$ cat src/rtl/alu_ctrl_pkg.sv
// Shared opcode/funct encodings, FSM state type and decode helpers for alu_issue_ctrl.
package alu_ctrl_pkg;

    localparam logic [5:0] OP_SPECIAL  = 6'b000000;
    localparam logic [5:0] OP_SPECIAL2 = 6'b011100;

    localparam logic [5:0] FN_SLL  = 6'b000000;
    localparam logic [5:0] FN_SRL  = 6'b000010;
    localparam logic [5:0] FN_SRA  = 6'b000011;
    localparam logic [5:0] FN_SLLV = 6'b000100;
    localparam logic [5:0] FN_SRLV = 6'b000110;
    localparam logic [5:0] FN_SRAV = 6'b000111;
    localparam logic [5:0] FN_MOVZ = 6'b001010;
    localparam logic [5:0] FN_MOVN = 6'b001011;
    localparam logic [5:0] FN_ADD  = 6'b100000;
    localparam logic [5:0] FN_ADDU = 6'b100001;
    localparam logic [5:0] FN_SUB  = 6'b100010;
    localparam logic [5:0] FN_SUBU = 6'b100011;
    localparam logic [5:0] FN_AND  = 6'b100100;
    localparam logic [5:0] FN_OR   = 6'b100101;
    localparam logic [5:0] FN_XOR  = 6'b100110;
    localparam logic [5:0] FN_NOR  = 6'b100111;
    localparam logic [5:0] FN_SLT  = 6'b101010;
    localparam logic [5:0] FN_SLTU = 6'b101011;

    // SPECIAL2 count-leading functs (share encodings with ADD/ADDU)
    localparam logic [5:0] FN_CLZ  = 6'b100000;
    localparam logic [5:0] FN_CLO  = 6'b100001;

    typedef enum logic [2:0] {
        ST_IDLE  = 3'd0,
        ST_READ  = 3'd1,
        ST_EXEC  = 3'd2,
        ST_SHIFT = 3'd3,
        ST_COUNT = 3'd4,
        ST_WB    = 3'd5
    } state_t;

    function automatic logic is_shift_imm(input logic [5:0] funct);
        return (funct == FN_SLL) || (funct == FN_SRL) || (funct == FN_SRA);
    endfunction

    function automatic logic is_special_funct(input logic [5:0] funct);
        case (funct)
            FN_SLL, FN_SRL, FN_SRA, FN_SLLV, FN_SRLV, FN_SRAV,
            FN_MOVZ, FN_MOVN, FN_ADD, FN_ADDU, FN_SUB, FN_SUBU,
            FN_AND, FN_OR, FN_XOR, FN_NOR, FN_SLT, FN_SLTU: return 1'b1;
            default:                                        return 1'b0;
        endcase
    endfunction

endpackage

$ cat src/rtl/lead_count_unit.sv
// Bit-serial leading ones/zeros counter: scans the operand from the MSB, one bit per cycle.
module lead_count_unit #(
    parameter int XLEN = 32
) (
    input  logic            clk,
    input  logic            reset,
    input  logic            start,
    input  logic [XLEN-1:0] operand,
    input  logic            mode,
    output logic            done,
    output logic [5:0]      count
);

    logic            r_active;
    logic [XLEN-1:0] r_scan;
    logic [5:0]      r_count;
    logic            w_hit;

    // mode=1 counts leading ones, mode=0 counts leading zeros
    assign w_hit = (r_scan[XLEN-1] == mode);
    assign done  = r_active && (!w_hit || (r_count == 6'(XLEN)));
    assign count = r_count;

    always_ff @(posedge clk or posedge reset) begin
        if (reset) begin
            r_active <= 1'b0;
            r_scan   <= '0;
            r_count  <= '0;
        end else if (start) begin
            r_active <= 1'b1;
            r_scan   <= operand;
            r_count  <= '0;
        end else if (r_active) begin
            if (done) begin
                r_active <= 1'b0;
            end else begin
                r_scan  <= r_scan << 1;
                r_count <= r_count + 6'd1;
            end
        end
    end

endmodule

$ cat src/rtl/alu_issue_ctrl.sv
// Multi-cycle execute controller for MIPS R-type ops driving an external combinational ALU.
// Define LEAD_COUNT_EN to add SPECIAL2 CLO/CLZ via lead_count_unit.
module alu_issue_ctrl
    import alu_ctrl_pkg::*;
#(
    parameter int XLEN   = 32,
    parameter int REG_AW = 5
) (
    input  logic              clk,
    input  logic              reset,
    input  logic              instr_valid,
    output logic              instr_ready,
    input  logic [31:0]       instr,
    output logic [REG_AW-1:0] rs_addr,
    output logic [REG_AW-1:0] rt_addr,
    input  logic [XLEN-1:0]   rs_data,
    input  logic [XLEN-1:0]   rt_data,
    output logic [5:0]        alu_op,
    output logic [XLEN-1:0]   alu_a,
    output logic [XLEN-1:0]   alu_b,
    input  logic [XLEN-1:0]   alu_result,
    input  logic              alu_zero,
    output logic              wb_valid,
    output logic [REG_AW-1:0] wb_addr,
    output logic [XLEN-1:0]   wb_data,
    output logic              zero_flag,
    output logic              illegal,
    output logic              busy
);

    state_t            r_state;
    state_t            w_state_next;
    logic [5:0]        r_opcode;
    logic [5:0]        r_funct;
    logic [4:0]        r_shamt;
    logic [REG_AW-1:0] r_rd;
    logic [REG_AW-1:0] r_rs_addr;
    logic [REG_AW-1:0] r_rt_addr;
    logic [XLEN-1:0]   r_op_a;
    logic [XLEN-1:0]   r_op_b;
    logic [XLEN-1:0]   r_res;
    logic [4:0]        r_cnt;
    logic [5:0]        r_alu_op;
    logic [XLEN-1:0]   r_alu_a;
    logic [XLEN-1:0]   r_alu_b;
    logic              r_zero_flag;
    logic              r_illegal;

    logic              w_accept;
    logic              w_legal;
    logic              w_special;
    logic              w_shift_imm;
    logic              w_is_sra;
    logic              w_is_addsub;
    logic              w_wb_en;
    logic              w_is_count;
    logic              w_lc_done;
    logic [5:0]        w_lc_count;

    assign w_accept    = instr_valid && (r_state == ST_IDLE);
    assign w_special   = (r_opcode == OP_SPECIAL);
    assign w_shift_imm = w_special && is_shift_imm(r_funct);
    assign w_is_sra    = w_special && (r_funct == FN_SRA);
    assign w_is_addsub = w_special && ((r_funct == FN_ADD) || (r_funct == FN_SUB));

    // Conditional moves decide on rt; rd==0 never writes
    assign w_wb_en = (r_rd != '0)
                   && !(w_special && (r_funct == FN_MOVN) && (r_op_b == '0))
                   && !(w_special && (r_funct == FN_MOVZ) && (r_op_b != '0));

    always_comb begin
        w_legal = (instr[31:26] == OP_SPECIAL) && is_special_funct(instr[5:0]);
`ifdef LEAD_COUNT_EN
        if ((instr[31:26] == OP_SPECIAL2) &&
            ((instr[5:0] == FN_CLZ) || (instr[5:0] == FN_CLO)))
            w_legal = 1'b1;
`endif
    end

`ifdef LEAD_COUNT_EN
    logic w_lc_start;

    assign w_is_count = (r_opcode == OP_SPECIAL2);
    assign w_lc_start = (r_state == ST_EXEC) && w_is_count;

    lead_count_unit #(
        .XLEN (XLEN)
    ) u_lead_count (
        .clk     (clk),
        .reset   (reset),
        .start   (w_lc_start),
        .operand (r_op_a),
        .mode    (r_funct[0]),
        .done    (w_lc_done),
        .count   (w_lc_count)
    );
`else
    assign w_is_count = 1'b0;
    assign w_lc_done  = 1'b0;
    assign w_lc_count = '0;
`endif

    always_ff @(posedge clk or posedge reset) begin
        if (reset) begin
            r_state <= ST_IDLE;
        end else begin
            r_state <= w_state_next;
        end
    end

    always_comb begin
        w_state_next = r_state;
        case (r_state)
            ST_IDLE:  if (w_accept && w_legal) w_state_next = ST_READ;
            ST_READ:  w_state_next = ST_EXEC;
            ST_EXEC: begin
                if (w_is_count)
                    w_state_next = ST_COUNT;
                else if (w_shift_imm && (r_shamt > 5'd1))
                    w_state_next = ST_SHIFT;
                else
                    w_state_next = ST_WB;
            end
            // r_cnt==1 here means this cycle's decrement reaches zero
            ST_SHIFT: if (r_cnt == 5'd1) w_state_next = ST_WB;
            ST_COUNT: if (w_lc_done) w_state_next = ST_WB;
            ST_WB:    w_state_next = ST_IDLE;
            default:  w_state_next = ST_IDLE;
        endcase
    end

    always_ff @(posedge clk or posedge reset) begin
        if (reset) begin
            r_opcode    <= '0;
            r_funct     <= '0;
            r_shamt     <= '0;
            r_rd        <= '0;
            r_rs_addr   <= '0;
            r_rt_addr   <= '0;
            r_op_a      <= '0;
            r_op_b      <= '0;
            r_res       <= '0;
            r_cnt       <= '0;
            r_alu_op    <= '0;
            r_alu_a     <= '0;
            r_alu_b     <= '0;
            r_zero_flag <= 1'b0;
            r_illegal   <= 1'b0;
        end else begin
            r_illegal <= 1'b0;
            case (r_state)
                ST_IDLE: begin
                    if (w_accept) begin
                        r_opcode  <= instr[31:26];
                        r_rs_addr <= instr[25:21];
                        r_rt_addr <= instr[20:16];
                        r_rd      <= instr[15:11];
                        r_shamt   <= instr[10:6];
                        r_funct   <= instr[5:0];
                        r_illegal <= !w_legal;
                    end
                end
                ST_READ: begin
                    // ALU operands are registered so they are stable throughout EXEC
                    r_op_a   <= rs_data;
                    r_op_b   <= rt_data;
                    r_alu_op <= r_funct;
                    r_alu_a  <= w_is_sra ? rt_data : rs_data;
                    r_alu_b  <= rt_data;
                end
                ST_EXEC: begin
                    r_res <= (w_shift_imm && (r_shamt == 5'd0)) ? r_op_b : alu_result;
                    if (w_is_addsub)
                        r_zero_flag <= alu_zero;
                    if (w_shift_imm && (r_shamt > 5'd1)) begin
                        r_cnt <= r_shamt - 5'd1;
                        if (w_is_sra)
                            r_alu_a <= alu_result;
                        else
                            r_alu_b <= alu_result;
                    end
                end
                ST_SHIFT: begin
                    r_res <= alu_result;
                    r_cnt <= r_cnt - 5'd1;
                    if (w_is_sra)
                        r_alu_a <= alu_result;
                    else
                        r_alu_b <= alu_result;
                end
                ST_COUNT: begin
                    if (w_lc_done)
                        r_res <= {{(XLEN-6){1'b0}}, w_lc_count};
                end
                default: ;
            endcase
        end
    end

    assign instr_ready = (r_state == ST_IDLE);
    assign busy        = (r_state != ST_IDLE);
    assign rs_addr     = r_rs_addr;
    assign rt_addr     = r_rt_addr;
    assign alu_op      = r_alu_op;
    assign alu_a       = r_alu_a;
    assign alu_b       = r_alu_b;
    assign wb_valid    = (r_state == ST_WB) && w_wb_en;
    assign wb_addr     = r_rd;
    assign wb_data     = r_res;
    assign zero_flag   = r_zero_flag;
    assign illegal     = r_illegal;

endmodule
$ cat config.mk
export PLATFORM = sky130hd
export DESIGN_NAME = alu_issue_ctrl
export DESIGN_NICKNAME = d
export VERILOG_FILES = /design/src/rtl/alu_ctrl_pkg.sv /design/src/rtl/lead_count_unit.sv /design/src/rtl/alu_issue_ctrl.sv
export SDC_FILE = /design/constraint.sdc
export NUM_CORES = 1
export LEC_CHECK = 0
export CAP_MARGIN = 10
export CORE_ASPECT_RATIO = 0.75
export CORE_UTILIZATION = 35
export CTS_CLUSTER_SIZE = 30
export DETAILED_ROUTE_END_ITERATION = 16
export PLACE_DENSITY = 0.63
export SLEW_MARGIN = 20
export SYNTH_ARGS = -nofsm -noshare
export SYNTH_HDL_FRONTEND = slang
export SYNTH_SLANG_ARGS = --single-unit
$ cat constraint.sdc
create_clock -name clk -period 17.93 [get_ports clk]
set_input_delay 3.586 -clock clk [delete_from_list [all_inputs] [get_ports clk]]
set_output_delay 3.586 -clock clk [all_outputs]
set_load 0.01 [all_outputs]
==> impl_metrics.json <==
{
  "internal-power_mw": 1.13,
  "htree_levels": 4,
  "async_reset_ff_share_pct": 100,
  "syn2layout_area_growth_pct": 39.8,
  "totalWireLength_um": 24900,
  "ant_nets": 0,
  "worstPathMaxFanout": 3,
  "worstPathRequired_ps": 14340,
  "fp-row-count": 49,
  "cpLargestDelayFamily": "simple AND/OR/NAND/NOR gates",
  "synth-warning-count": 0,
  "holdWs_ps": 480,
  "power_density_mw_per_mm2": 137,
  "tightest_slew_ps": 860,
  "synth_area_mm2": 0.00851,
  "routedWlPerCell_um": 19.1,
  "fin_crit_ps": 6160,
  "post_cts_resize_count": 0,
  "cp.arrival_ps": 2580,
  "synth_fp_nets": 889,
  "worstHoldPathType": "reg -> reg",
  "multi_input_area_mm2": 0.00386,
  "rsz0062_at_grt": "false",
  "netlist_instances": 752,
  "fillers": 2158,
  "num_vias": 6438,
  "layout.nets": 1124,
  "clk_pin_slew_ps": 70,
  "layout-drive-gt1-share_pct": 18.1,
  "grt_pass1_vias": 6430,
  "drtIter0Drc": 278,
  "die_x_um": 182,
  "power_frac_seq_pct": 40.4,
  "grt_pass1_wl_um": 38400,
  "crit_slowest_cell": "clkdlybuf4s50_1",
  "ys_seq_area_share_pct": 51.7,
  "path_cells": "nor4_1 > nand4_1 > nor2_1 > xnor2_1 > a21oi_1 > clkdlybuf4s50_1",
  "clock_latency_ps": 430,
  "cts_hold_buf": 0,
  "dr.pass1.iters": 4,
  "die_area_mm2": 0.0250,
  "p_clk_share_pct": 23.5,
  "post-cts-setup-buffers": 0,
  "p_leak_nw": 5.73,
  "cts_buffers": 17,
  "antenna_found_initial": 0,
  "grt_max_degree": 94,
  "ys_seq_elements": 176,
  "grt_overflow_total": 0,
  "path_buf_inv": 1,
  "cts_buffer_depth": 2,
  "port_buffers": 253,
  "seqCellArea_mm2": 0.00440,
  "finalSetupViolations": 0,
  "ys.flop_type": "dfrtp_1",
  "slew_viol_final": 0,
  "cts_root_buffer": "clkbuf_16",
  "finalSetupTns_ps": 0,
  "n_antenna_cell": 0,
  "timing_hold_violations_final": 0,
  "p_switching_uw": 498,
  "io_pins": 254,
  "finalCritPeriodShare_pct": 34.4,
  "cts.sinks": 176,
  "synth_cell_type_count": 42,
  "swShare_pct": 30.5,
  "max_freq_ghz": 0.162,
  "tritoncts": "done",
  "maxCapViolations": 0,
  "ir_drop_v": 0.0000745,
  "crit_path_max_incr_delay_ps": 610,
  "status": "complete, no violations",
  "finClkSkew_ps": 9.75,
  "core_area_mm2": 0.0239,
  "combPwrFrac_pct": 36.1,
  "crit_type": "reg -> out",
  "place_hpwl_um": 17400,
  "avgViaCountPerCell": 4.93,
  "slew_headroom_pct": 42.7,
  "die_h_um": 137,
  "start_kind": "flop",
  "remaining_drc_errors": 0,
  "synth_edf_count": 0,
  "start_util_pct": 35.6,
  "gp_congestion": 0.739,
  "cp-end-kind": "primary output",
  "avgSynthCellArea_um2": 11.3,
  "grt_use_total_pct": 20.4
}
worst register-to-register path, stage by stage (launching register included):
cell     delay (ps)
dfrtp_1         400
or4_4           580
or4_2           750
buf_4           360
a22o_4          550
mux2_4          410
power by group through the flow:
stage               Sequential (mW)  Combinational [mW]  Clock, mW
floorplan                     0.696               0.210          0
global placement              0.657               0.588          0
detailed placement            0.665               0.590          0
CTS                           0.660               0.594      0.393
global route                  0.680               0.631      0.407
finish                        0.659               0.588      0.384
cell usage in the layout (no fill, tap or decap), types with 2 or more instances in the layout:
cell and count:
o21ai_0 41, clkinvlp_4 2, ha_1 5, nor2b_1 3
a21oi_1 38, inv_1 9, nand4_1 3, nand2b_1 3
nor3_1 6, dfrtp_1 176, mux2i_1 65, nand2_1 134
bufinv_16 2, buf_4 8, and2_1 2, clkbuf_8 3
clkinv_2 2, clkdlybuf4s50_1 253, nor2_1 39, nand3_1 6
o2bb2ai_1 2, nor4_1 11, inv_6 4, o22ai_1 4
or4_1 2, mux2_4 30, clkbuf_16 17, mux2_2 102
xor2_1 2, xnor2_1 2, clkinv_4 2
layout make-up:
class | instances | share of cell area [%]
Sequential cell | 176 | 37.0
Multi-Input combinational cell | 520 | 32.4
Timing Repair Buffer | 262 | 22.0
Clock buffer | 20 | 3.92
Tap cell | 306 | 3.22
Clock inverter | 11 | 1.08
Inverter | 10 | 0.358
routing by layer:
layer	track usage (%)	share of wire [%]	vias to the layer above
met4	4.90	0.83	0
li1	-	-	3089
met1	29.4	50	3134
met2	29.0	41	203
met5	0	0	-
met3	7.10	8.2	12
Yosys cell counts (all sizes together) (2+ instances only):
cell type	number	share of area (%)
clkbuf	30	1.3
xnor2	2	0.21
o21ai	41	2.4
nand2	134	5.9
nand2b	4	0.29
mux2	133	19
nand3	6	0.35
buf	16	1.4
inv	10	0.44
and2	2	0.15
or4	4	0.40
dfrtp	176	52
ha	5	0.73
nor2b	4	0.29
nor3	7	0.41
o2bb2ai	3	0.53
o22ai	4	0.29
a21oi	38	2.2
nor4	11	0.81
mux2i	65	7.6
nor2	39	1.7
nand4	3	0.22
xor2	2	0.21
metrics by stage:
stage                     std cells  setup slack (ps)  total power, mW  cell area [µm²]  util [%]
after CTS                      1304             11720             1.65            11900      49.7
final                          1305             11770             1.63            11900      49.8
after global placement         1273             12210             1.25            11300      47.2
after detailed placement       1273             12210             1.26            11300      47.2
after floorplan                 752              9570            0.906             8510         -
after global routing           1305             11650             1.72            11900      49.8
state kept, by name (all words and copies together) (netlist names):
register and flops:
alu_a 32, alu_b 32, alu_op 6, illegal 1
r_cnt 5, r_funct 6, r_op_b 32, r_opcode 6
r_shamt 5, r_state 3, rs_addr 5, rt_addr 5
wb_addr 5, wb_data 32, zero_flag 1
logic make-up (layout without fill, tap and decap cells):
family	count (synthesis)	count (layout)	share of synthesized area [%]
AO/OA/AOI/OAI	96	96	6.54
XOR/XNOR	4	4	0.412
adder cells (fa/ha/maj)	5	5	0.735
buffers and inverters	56	303	3.18
flip-flops	176	176	51.7
multiplexers	198	198	26.6
AND/OR/NAND/NOR	217	217	10.8
path summary, 6_finish.rpt:
check	slack, ps	start	depth (start not counted)	end
min in group asynchronous	3660	reset	2	alu_a[25]
max in group asynchronous	13080	reset	3	wb_data[6]
hold reg to reg	480	wb_data[31]	2	wb_data[31]
setup / recovery	11770	r_op_b[14]	6	wb_valid
hold / removal	480	wb_data[31]	2	wb_data[31]
setup reg to reg	14770	r_funct[2]	5	alu_a[23]
Power figures use the tool's default switching activity.
